File: src/rtl/mem_access_pkg.sv
// Shared types and default parameters for the memory access master.
package mem_access_pkg;

    localparam int ADDR_W_DEF  = 4;
    localparam int DATA_W_DEF  = 32;
    localparam int TIMEOUT_DEF = 8;

    typedef enum logic [2:0] {
        IDLE,
        WRITE,
        READ_REQ,
        READ_WAIT,
        RESP
    } state_e;

endpackage

File: src/rtl/mem_rd_timer.sv
// Read-wait counter: loads 1, increments while enabled, flags when it reaches TIMEOUT.
module mem_rd_timer
    import mem_access_pkg::*;
#(
    parameter int TIMEOUT = TIMEOUT_DEF
) (
    input  logic clk,
    input  logic rst,
    input  logic load,
    input  logic inc,
    output logic tc
);

    localparam int CNT_W = $clog2(TIMEOUT + 1);

    logic [CNT_W-1:0] count_q;

    // NOTE: sequential state uses non-blocking assignments so every register samples pre-edge values.
    always_ff @(posedge clk) begin
        if (rst) begin
            count_q <= '0;
        end else if (load) begin
            count_q <= CNT_W'(1);
        end else if (inc && !tc) begin
            count_q <= count_q + CNT_W'(1);
        end
    end

    assign tc = (count_q == CNT_W'(TIMEOUT));

endmodule

File: src/rtl/mem_access_master.sv
// Single-outstanding-command initiator for the 16x32 memory strobe interface.
// Optional MEM_WRITE_VERIFY_EN: every write is followed by a read-back compare.
module mem_access_master
    import mem_access_pkg::*;
#(
    parameter int ADDR_W  = ADDR_W_DEF,
    parameter int DATA_W  = DATA_W_DEF,
    parameter int TIMEOUT = TIMEOUT_DEF
) (
    input  logic              clk,
    input  logic              rst,
    input  logic              cmd_valid,
    output logic              cmd_ready,
    input  logic              cmd_write,
    input  logic [ADDR_W-1:0] cmd_addr,
    input  logic [DATA_W-1:0] cmd_wdata,
    output logic              rsp_valid,
    input  logic              rsp_ready,
    output logic [DATA_W-1:0] rsp_rdata,
    output logic              rsp_err,
    output logic              mem_en,
    output logic              mem_rw_en,
    output logic              mem_rr_en,
    output logic [ADDR_W-1:0] mem_addr,
    output logic [DATA_W-1:0] mem_data_in,
    input  logic [DATA_W-1:0] mem_data_out,
    input  logic              mem_valid_out,
    output logic              busy
);

    state_e            state_q;
    logic              cmd_ready_q;
    logic              rsp_valid_q;
    logic [DATA_W-1:0] rsp_rdata_q;
    logic              rsp_err_q;
    logic              mem_en_q;
    logic              mem_rw_en_q;
    logic              mem_rr_en_q;
    logic [ADDR_W-1:0] mem_addr_q;
    logic [DATA_W-1:0] mem_data_in_q;
    logic              busy_q;
    logic              tmr_tc;

`ifdef MEM_WRITE_VERIFY_EN
    logic              write_q;
    logic [ADDR_W-1:0] addr_q;
    logic [DATA_W-1:0] wdata_q;
`endif

    mem_rd_timer #(.TIMEOUT(TIMEOUT)) u_timer (
        .clk  (clk),
        .rst  (rst),
        .load (state_q == READ_REQ),
        .inc  (state_q == READ_WAIT),
        .tc   (tmr_tc)
    );

    // Outputs are loaded on the transition into a state, so strobes appear in the
    // state's own cycle and drop back to zero by default one cycle later.
    always_ff @(posedge clk) begin
        if (rst) begin
            state_q       <= IDLE;
            cmd_ready_q   <= 1'b0;
            rsp_valid_q   <= 1'b0;
            rsp_rdata_q   <= '0;
            rsp_err_q     <= 1'b0;
            mem_en_q      <= 1'b0;
            mem_rw_en_q   <= 1'b0;
            mem_rr_en_q   <= 1'b0;
            mem_addr_q    <= '0;
            mem_data_in_q <= '0;
            busy_q        <= 1'b0;
        end else begin
            mem_en_q      <= 1'b0;
            mem_rw_en_q   <= 1'b0;
            mem_rr_en_q   <= 1'b0;
            mem_addr_q    <= '0;
            mem_data_in_q <= '0;
            case (state_q)
                IDLE: begin
                    if (cmd_valid && cmd_ready_q) begin
                        cmd_ready_q <= 1'b0;
                        busy_q      <= 1'b1;
                        mem_en_q    <= 1'b1;
                        mem_addr_q  <= cmd_addr;
`ifdef MEM_WRITE_VERIFY_EN
                        write_q     <= cmd_write;
                        addr_q      <= cmd_addr;
                        wdata_q     <= cmd_wdata;
`endif
                        if (cmd_write) begin
                            state_q       <= WRITE;
                            mem_rw_en_q   <= 1'b1;
                            mem_data_in_q <= cmd_wdata;
                        end else begin
                            state_q     <= READ_REQ;
                            mem_rr_en_q <= 1'b1;
                        end
                    end else begin
                        cmd_ready_q <= 1'b1;
                    end
                end
                WRITE: begin
`ifdef MEM_WRITE_VERIFY_EN
                    state_q     <= READ_REQ;
                    mem_en_q    <= 1'b1;
                    mem_rr_en_q <= 1'b1;
                    mem_addr_q  <= addr_q;
`else
                    state_q     <= RESP;
                    rsp_valid_q <= 1'b1;
                    rsp_rdata_q <= '0;
                    rsp_err_q   <= 1'b0;
`endif
                end
                READ_REQ: begin
                    state_q <= READ_WAIT;
                end
                READ_WAIT: begin
                    if (mem_valid_out) begin
                        state_q     <= RESP;
                        rsp_valid_q <= 1'b1;
                        rsp_rdata_q <= mem_data_out;
`ifdef MEM_WRITE_VERIFY_EN
                        rsp_err_q   <= write_q && (mem_data_out != wdata_q);
`else
                        rsp_err_q   <= 1'b0;
`endif
                    end else if (tmr_tc) begin
                        state_q     <= RESP;
                        rsp_valid_q <= 1'b1;
                        rsp_rdata_q <= '0;
                        rsp_err_q   <= 1'b1;
                    end
                end
                RESP: begin
                    if (rsp_ready) begin
                        state_q     <= IDLE;
                        rsp_valid_q <= 1'b0;
                        rsp_rdata_q <= '0;
                        rsp_err_q   <= 1'b0;
                        cmd_ready_q <= 1'b1;
                        busy_q      <= 1'b0;
                    end
                end
                default: begin
                    state_q <= IDLE;
                end
            endcase
        end
    end

    assign cmd_ready   = cmd_ready_q;
    assign rsp_valid   = rsp_valid_q;
    assign rsp_rdata   = rsp_rdata_q;
    assign rsp_err     = rsp_err_q;
    assign mem_en      = mem_en_q;
    assign mem_rw_en   = mem_rw_en_q;
    assign mem_rr_en   = mem_rr_en_q;
    assign mem_addr    = mem_addr_q;
    assign mem_data_in = mem_data_in_q;
    assign busy        = busy_q;

endmodule

File: config.mk
export PLATFORM = sky130hd
export DESIGN_NAME = mem_access_master
export DESIGN_NICKNAME = d
export VERILOG_FILES = /design/src/rtl/mem_access_pkg.sv /design/src/rtl/mem_rd_timer.sv /design/src/rtl/mem_access_master.sv
export SDC_FILE = /design/constraint.sdc
export NUM_CORES = 1
export LEC_CHECK = 0
export CELL_PAD_IN_SITES_DETAIL_PLACEMENT = 1
export CELL_PAD_IN_SITES_GLOBAL_PLACEMENT = 2
export CORE_ASPECT_RATIO = 0.75
export CORE_MARGIN = 8
export CORE_UTILIZATION = 23
export DETAILED_ROUTE_END_ITERATION = 10
export PLACE_DENSITY = 0.88
export SLEW_MARGIN = 20
export SYNTH_ARGS = -nofsm -noshare
export SYNTH_HDL_FRONTEND = slang
export SYNTH_SLANG_ARGS = --single-unit
File: constraint.sdc
create_clock -name clk -period 1.9 [get_ports clk]
set_input_delay 0.19 -clock clk [delete_from_list [all_inputs] [get_ports clk]]
set_output_delay 0.19 -clock clk [all_outputs]
set_load 0.05 [all_outputs]
# == After elaboration in Yosys (flattened, before gate mapping) ==
# Index checks and enable logic that the tools add are counted.
# word_totals
rom_bits,0
regBits,82
mem_bits_rw,0
latchBits,0
out_inout_bits,75
in_bits,74
mem_count,0
elab_cells,66
# op_classes
n_mux,26
multipliers,0
n_lt_le_gt_ge,0
reduce_logical,15
addsub,1
bitwise,3
shift,0
n_eq_ne,8
n_div,0
# op_table
cell,n
two-way mux 32 bit,3
case mux 32 bit (3 select lines),1
case mux 3 bit (5 select lines),1
two-way mux 1 bit,12
two-way mux 3 bit,4
AND reduction 3 bit,3
== test 3 x 2 -> 1 bit (second input constant),2
case mux 1 bit (3 select lines),2
adder 4 x 1 -> 4 bit (second input constant),1
== test 4 bit (second input constant),1
inequality test 2 bit (second input constant),2
case mux 1 bit (2 select lines),2
nonzero test 2 bit,2
OR reduction 2 bit,2
OR reduction 4 bit,1
== test 3 x 1 -> 1 bit (second input constant),1
== test 3 bit (second input constant),1
zero test 3 bit,1
inequality test 3 bit (second input constant),1
inverter 1 bit,3
nonzero test 3 bit,1
OR reduction 3 bit,1
logical AND 1 bit,2
two-way mux 2 bit,1
2 further kinds,2

# == Depth between registers and ports, before layout ==
# Gate-level depths: netlist (run 1).
# logic_depth
ltp_word,5
depth_mapped,6
depth_no_buf,5

# == Hierarchy ==
# Synthesis (run 1) repeated with hierarchy kept, for this count alone.
# hier_totals
cells_unflattened,215
hier_area_um2,2618.8
# by_module_without_submodules
mod,cells_per_inst,n_inst,seq_area_each_um2,area_each_um2
mem_access_master,190,1,1561.5,2394.8
mem_rd_timer,25,1,80.1,224.0

# == Least setup slack after synthesis (run 1) ==
# OpenSTA, ideal clock, no wires.
# synth_timing
path_type,register to register
from,register cmd_ready_q (netlist: cmd_ready)
to,register mem_data_in_q[10] (netlist: mem_data_in[10])
stages_incl_launch_ff,6
path_buffers,2
setup_slack_ps,400
synth_period_minus_slack_ps,1500
arrival_ps,1440
required_ps,1840
setup_ps,60
path_cell_list,dfxtp_1 -> nand2_1 -> nor4_4 -> buf_4 -> buf_6 -> and3_1
# synth_via
elab_chain_len,3
# synth_lines
element,line,rtl
from (decl),mem_access_master.sv:32,logic cmd_ready_q;
from (signal assigned),mem_access_master.sv:63,cmd_ready_q <= 1'b0;
from (signal assigned),mem_access_master.sv:82,cmd_ready_q <= 1'b0;
from (signal assigned),mem_access_master.sv:100,cmd_ready_q <= 1'b1;
logical AND 1 bit,mem_access_master.sv:81,if (cmd_valid && cmd_ready_q) begin
inverter 1 bit (no source line),--,
OR reduction 4 bit (no source line),--,
to (signal assigned),mem_access_master.sv:94,mem_data_in_q <= cmd_wdata;
to (decl),mem_access_master.sv:40,logic [DATA_W-1:0] mem_data_in_q;
# Every way passes these cells.
# A chain may end at the register's enable or synchronous reset.

# == Final worst setup path (run 1) ==
# layout_timing
from,register cmd_ready_q (netlist: cmd_ready)
to,output cmd_ready
# layout_rtl
element,line,rtl
to (decl),mem_access_master.sv:13,"output logic cmd_ready,"
# No word-level cell between the ends.

==> run_results.csv, run 1 <==
group,metric,value,unit
outcome,outcome,"finished clean",
power_and_ir_drop,ir_drop,377.6,µV
yosys,synthAdderAreaFrac,0.8711,%
place,finalWeightedCongestion,0.7100,
detailed_routing,drt_first_pass_iters,4,
sta,fin_crit,1744,ps
worst_setup_path,reg2reg_slack,280,ps
global_route,first_pass_grt_wire_length,15.16,mm
floorplanning,start_util,23.51,%
power_and_ir_drop,design_internal_power,2925,µW
worst_setup_path,reg_to_reg_critical_path_startpoint,"u_timer.count_q[0]$_SDFFE_PP0P_",
yosys,post_synth_and_or_nand_nor_area_fraction,24.35,%
floorplanning,io_pins,149,
detailed_routing,drt_wl_total,9.677,mm
yosys,synth_cell_types,38,
sta,timing.final.hold_violations,0,
clocking,root_buffer,"sky130_fd_sc_hd__clkbuf_16",
power_and_ir_drop,pwr-share-clk,40.9,%
worst_setup_path,path_cells,"clkdlybuf4s50_1",
worst_setup_path,worst-path-buf-inv,1,
layout,antenna_cells_inserted,0,
clocking,cts_repair_resize_count,0,
detailed_routing,dr.first_iter.drc_count,66,
sta,fin_crit_sh,91.76,%
worst_setup_path,critical-path-max-stage-delay,850,ps
sta,timing.clock.skew,3.932,ps
layout,num-nets-final,484,
power_and_ir_drop,total_switching_power,1029,µW
clocking,tritoncts,"built",
min_path,worstHoldPathCells,2,
place,port_buffers,148,
sta,grt_setup_unrepaired,"no",
worst_setup_path,worstSetupPathDepth,1,
layout,layout_common_cells,"148 x sky130_fd_sc_hd__clkdlybuf4s50_1, 82 x sky130_fd_sc_hd__dfxtp_1, 34 x sky130_fd_sc_hd__nand2b_1",
global_route,grt_max_degree,43,
yosys,synthesis.instances,262,
clocking,cts.clk_slew.worst_paths,60,ps
floorplanning,die_x,145.1,µm
layout,mostFrequentLayoutCell,"sky130_fd_sc_hd__clkdlybuf4s50_1",
worst_setup_path,cp-endpoint,"cmd_ready",
power_and_ir_drop,comb_power_share,13.7,%
sta,maxClockFrequency,0.5736,GHz
floorplanning,placeableCoreArea,0.01222,mm²
sta,final_max_slew_viol_count,0,
power_and_ir_drop,power.density,816.7,mW/mm²
place,dp_hpwl,7.422,mm
yosys,synth-edff-count,0,
clocking,clock_insertion_delay_worst_skew,320,ps
place,placedInstanceArea,0.004562,mm²
global_route,groute.layer.met1.usage,12.71,%
yosys,synth-warning-count,0,
global_route,global_route.usage.total,11.51,%
detailed_routing,postRouteAntennaNets,0,
yosys,multiplexer_area_fraction_after_synthesis,0,%
global_route,met3_usage,5.861,%
worst_setup_path,critical_path.startpoint_type,"flop",
clocking,cts_hold_repair.buffers,0,
global_route,grt_overflow,0,
worst_setup_path,rr_endpoint,"u_timer.count_q[2]$_SDFFE_PP0P_",
yosys,flip_flop_cell_with_the_highest_count_after_synthesis,"sky130_fd_sc_hd__dfxtp_1",
layout,design_area,0.004841,mm²
worst_setup_path,worst_setup_path_end_kind,"output pin",
sta,max-slew-margin-rel,62.57,%
worst_setup_path,timing_worst_setup_path_type,"flop to output pin",
yosys,synthesis.area,0.002873,mm²
yosys,postSynth.asyncResetShare,0,%
yosys,synth_top_family_by_area,"simple AND/OR/NAND/NOR gates",
floorplanning,placementRows,35,
clocking,cts.sinks,82,
worst_setup_path,cp_slowest_cell,"sky130_fd_sc_hd__clkdlybuf4s50_1",
yosys,post_synth.cell_area_avg,10.96,µm²
layout,layout-area-overhead-vs-synth,68.51,%
clocking,postCtsSetupBuffers,0,
clocking,ctsLongestPathBuffers,2,
worst_setup_path,critical_path.max_fanout,4,
power_and_ir_drop,power.sequential.fraction,45.3,%
power_and_ir_drop,leakagePower,0.001785,µW
layout,layout-drive-gt1-share,6.780,%
job,drv.max_cap_violation_count,0,
min_path,min_delay_path_class,"input pin to flop",
worst_setup_path,r2r_cells,5,
detailed_routing,routed_wirelength_normalized_by_instance_count,16.71,µm
sta,timing_worst_slew_pin_value,559.6,ps
floorplanning,die-area,0.01636,mm²
yosys,post_synth_xor_area_fraction,0,%
worst_setup_path,critPathLaunch,"cmd_ready$_SDFFE_PP0P_",
power_and_ir_drop,netSwitchingFraction,26.02,%
yosys,synth_compound_gate_area_share,13.85,%
sta,timing.setup.tns,0,ps
clocking,tritoncts.num_buffers,9,
detailed_routing,drt_drc_violations_left,0,
yosys,portion_of_the_post_synthesis_area_used_by_sequential_elements,57.14,%
floorplanning,die_h,112.8,µm
global_route,top_usage_layer,"met2",
clocking,htree_num_levels,3,
sta,timing.final.setup_violations,0,
global_route,first_global_vias,2738,
worst_setup_path,cell_type_group_with_the_largest_total_delay_on_the_critical_path,"buffers and inverters",
global_route,globalRouteMet2Util,19.63,%
detailed_routing,routed_via_density,4.311,
global_route,antenna_found_initial,0,
worst_setup_path,worst-endpoint-required,1710,ps
yosys,postSynthRegisterBits,82,
detailed_routing,dr_total_vias,2496,
worst_setup_path,cp.arrival,1550,ps
yosys,mappedNetlistNets,338,
## flip-flops by register name, indices dropped and copies added, names as in the netlist
signal,cells
mem_rr_en,1
mem_en,1
mem_data_in,32
rsp_err,1
cmd_ready,1
busy,1
mem_rw_en,1
state_q,3
rsp_rdata,32
u_timer.count_q,4
mem_addr,4
rsp_valid,1
## synthesized netlist by cell type, types with 2 or more instances
cell | instances | area share [%]
sky130_fd_sc_hd__a21oi_1 | 5 | 0.87
sky130_fd_sc_hd__a31oi_1 | 3 | 0.65
sky130_fd_sc_hd__and2_1 | 5 | 1.1
sky130_fd_sc_hd__and3_1 | 32 | 7.0
sky130_fd_sc_hd__buf_2 | 5 | 0.87
sky130_fd_sc_hd__buf_4 | 4 | 1.0
sky130_fd_sc_hd__clkbuf_1 | 8 | 1.0
sky130_fd_sc_hd__dfxtp_1 | 82 | 57
sky130_fd_sc_hd__ha_1 | 2 | 0.87
sky130_fd_sc_hd__inv_1 | 2 | 0.26
sky130_fd_sc_hd__nand2_1 | 5 | 0.65
sky130_fd_sc_hd__nand2b_1 | 34 | 7.4
sky130_fd_sc_hd__nand3_1 | 3 | 0.52
sky130_fd_sc_hd__nand3b_1 | 3 | 0.78
sky130_fd_sc_hd__nor2_1 | 4 | 0.52
sky130_fd_sc_hd__nor2b_1 | 3 | 0.65
sky130_fd_sc_hd__nor3_1 | 5 | 0.87
sky130_fd_sc_hd__nor3b_1 | 2 | 0.52
sky130_fd_sc_hd__o21a_1 | 4 | 1.0
sky130_fd_sc_hd__o2bb2ai_1 | 32 | 9.8
sky130_fd_sc_hd__o31a_1 | 2 | 0.61
## worst min path at each step
| stage | from | to | slack (ps) |
|---|---|---|---|
| final | mem_data_out[24] | rsp_rdata[24]$_SDFFE_PP0P_ | 420 |
| after global routing | mem_data_out[9] | rsp_rdata[9]$_SDFFE_PP0P_ | 410 |
| after global placement | rsp_rdata[30]$_SDFFE_PP0P_ | rsp_rdata[30]$_SDFFE_PP0P_ | 450 |
| after CTS | mem_data_out[25] | rsp_rdata[25]$_SDFFE_PP0P_ | 410 |
| after floorplan | cmd_write | mem_rr_en$_SDFF_PP0_ | 260 |
| after detailed placement | rsp_rdata[12]$_SDFFE_PP0P_ | rsp_rdata[12]$_SDFFE_PP0P_ | 460 |
## per-stage QoR
| stage | setup WS, ps | utilization, % | hold WS, ps | std cells | total power, µW |
|---|---|---|---|---|---|
| 6_report | 156.5 | 39.62 | 420.8 | 579 | 3954 |
| 5_1_grt | 76.60 | 39.62 | 414.4 | 579 | 4126 |
| 4_1_cts | 120.8 | 39.62 | 412.1 | 579 | 4029 |
| 3_5_place_dp | 235.3 | 37.34 | 457.8 | 563 | 2382 |
| 3_3_place_gp | 281.7 | 37.34 | 453.0 | 563 | 2369 |
| 2_1_floorplan | 399.8 | - | 261.6 | 262 | 2091 |
## power by group through the flow
stage | registers [µW] | logic [µW] | clock network, µW
final | 1790 | 544 | 1620
after global routing | 1800 | 578 | 1750
after CTS | 1790 | 553 | 1680
after detailed placement | 1830 | 550 | 0
after global placement | 1830 | 541 | 0
after floorplan | 1940 | 156 | 0
## layout make-up
type / instances / area [µm²]
Multi-Input combinational cell: 159 / 1129
Fill cell: 1341 / 7377
Clock inverter: 7 / 53.80
Inverter: 2 / 7.507
Tap cell: 166 / 207.7
Sequential cell: 82 / 1642
Timing Repair Buffer: 154 / 1577
Clock buffer: 9 / 225.2
## routing by layer
layer  share of wire (%)  vias to the layer above
met4                0.88                        0
li1                    -                     1221
met1                  42                     1176
met3                 9.4                        9
met2                  48                       90
met5                   0                        -
## cell families after synthesis
kind of cell,Yosys count
AOI/OAI and AO/OA,49
adders and majority gates,2
buffers and inverters,21
DFF,82
and+or+nand+nor,108
(Power assumes the default switching activity.)
==> run 2: changes to the inputs <==
Settings changed: SLEW_MARGIN 20 to 5.
==> results of run 2 <==
Final layout, timing and power as in run 1 (identical DEF).
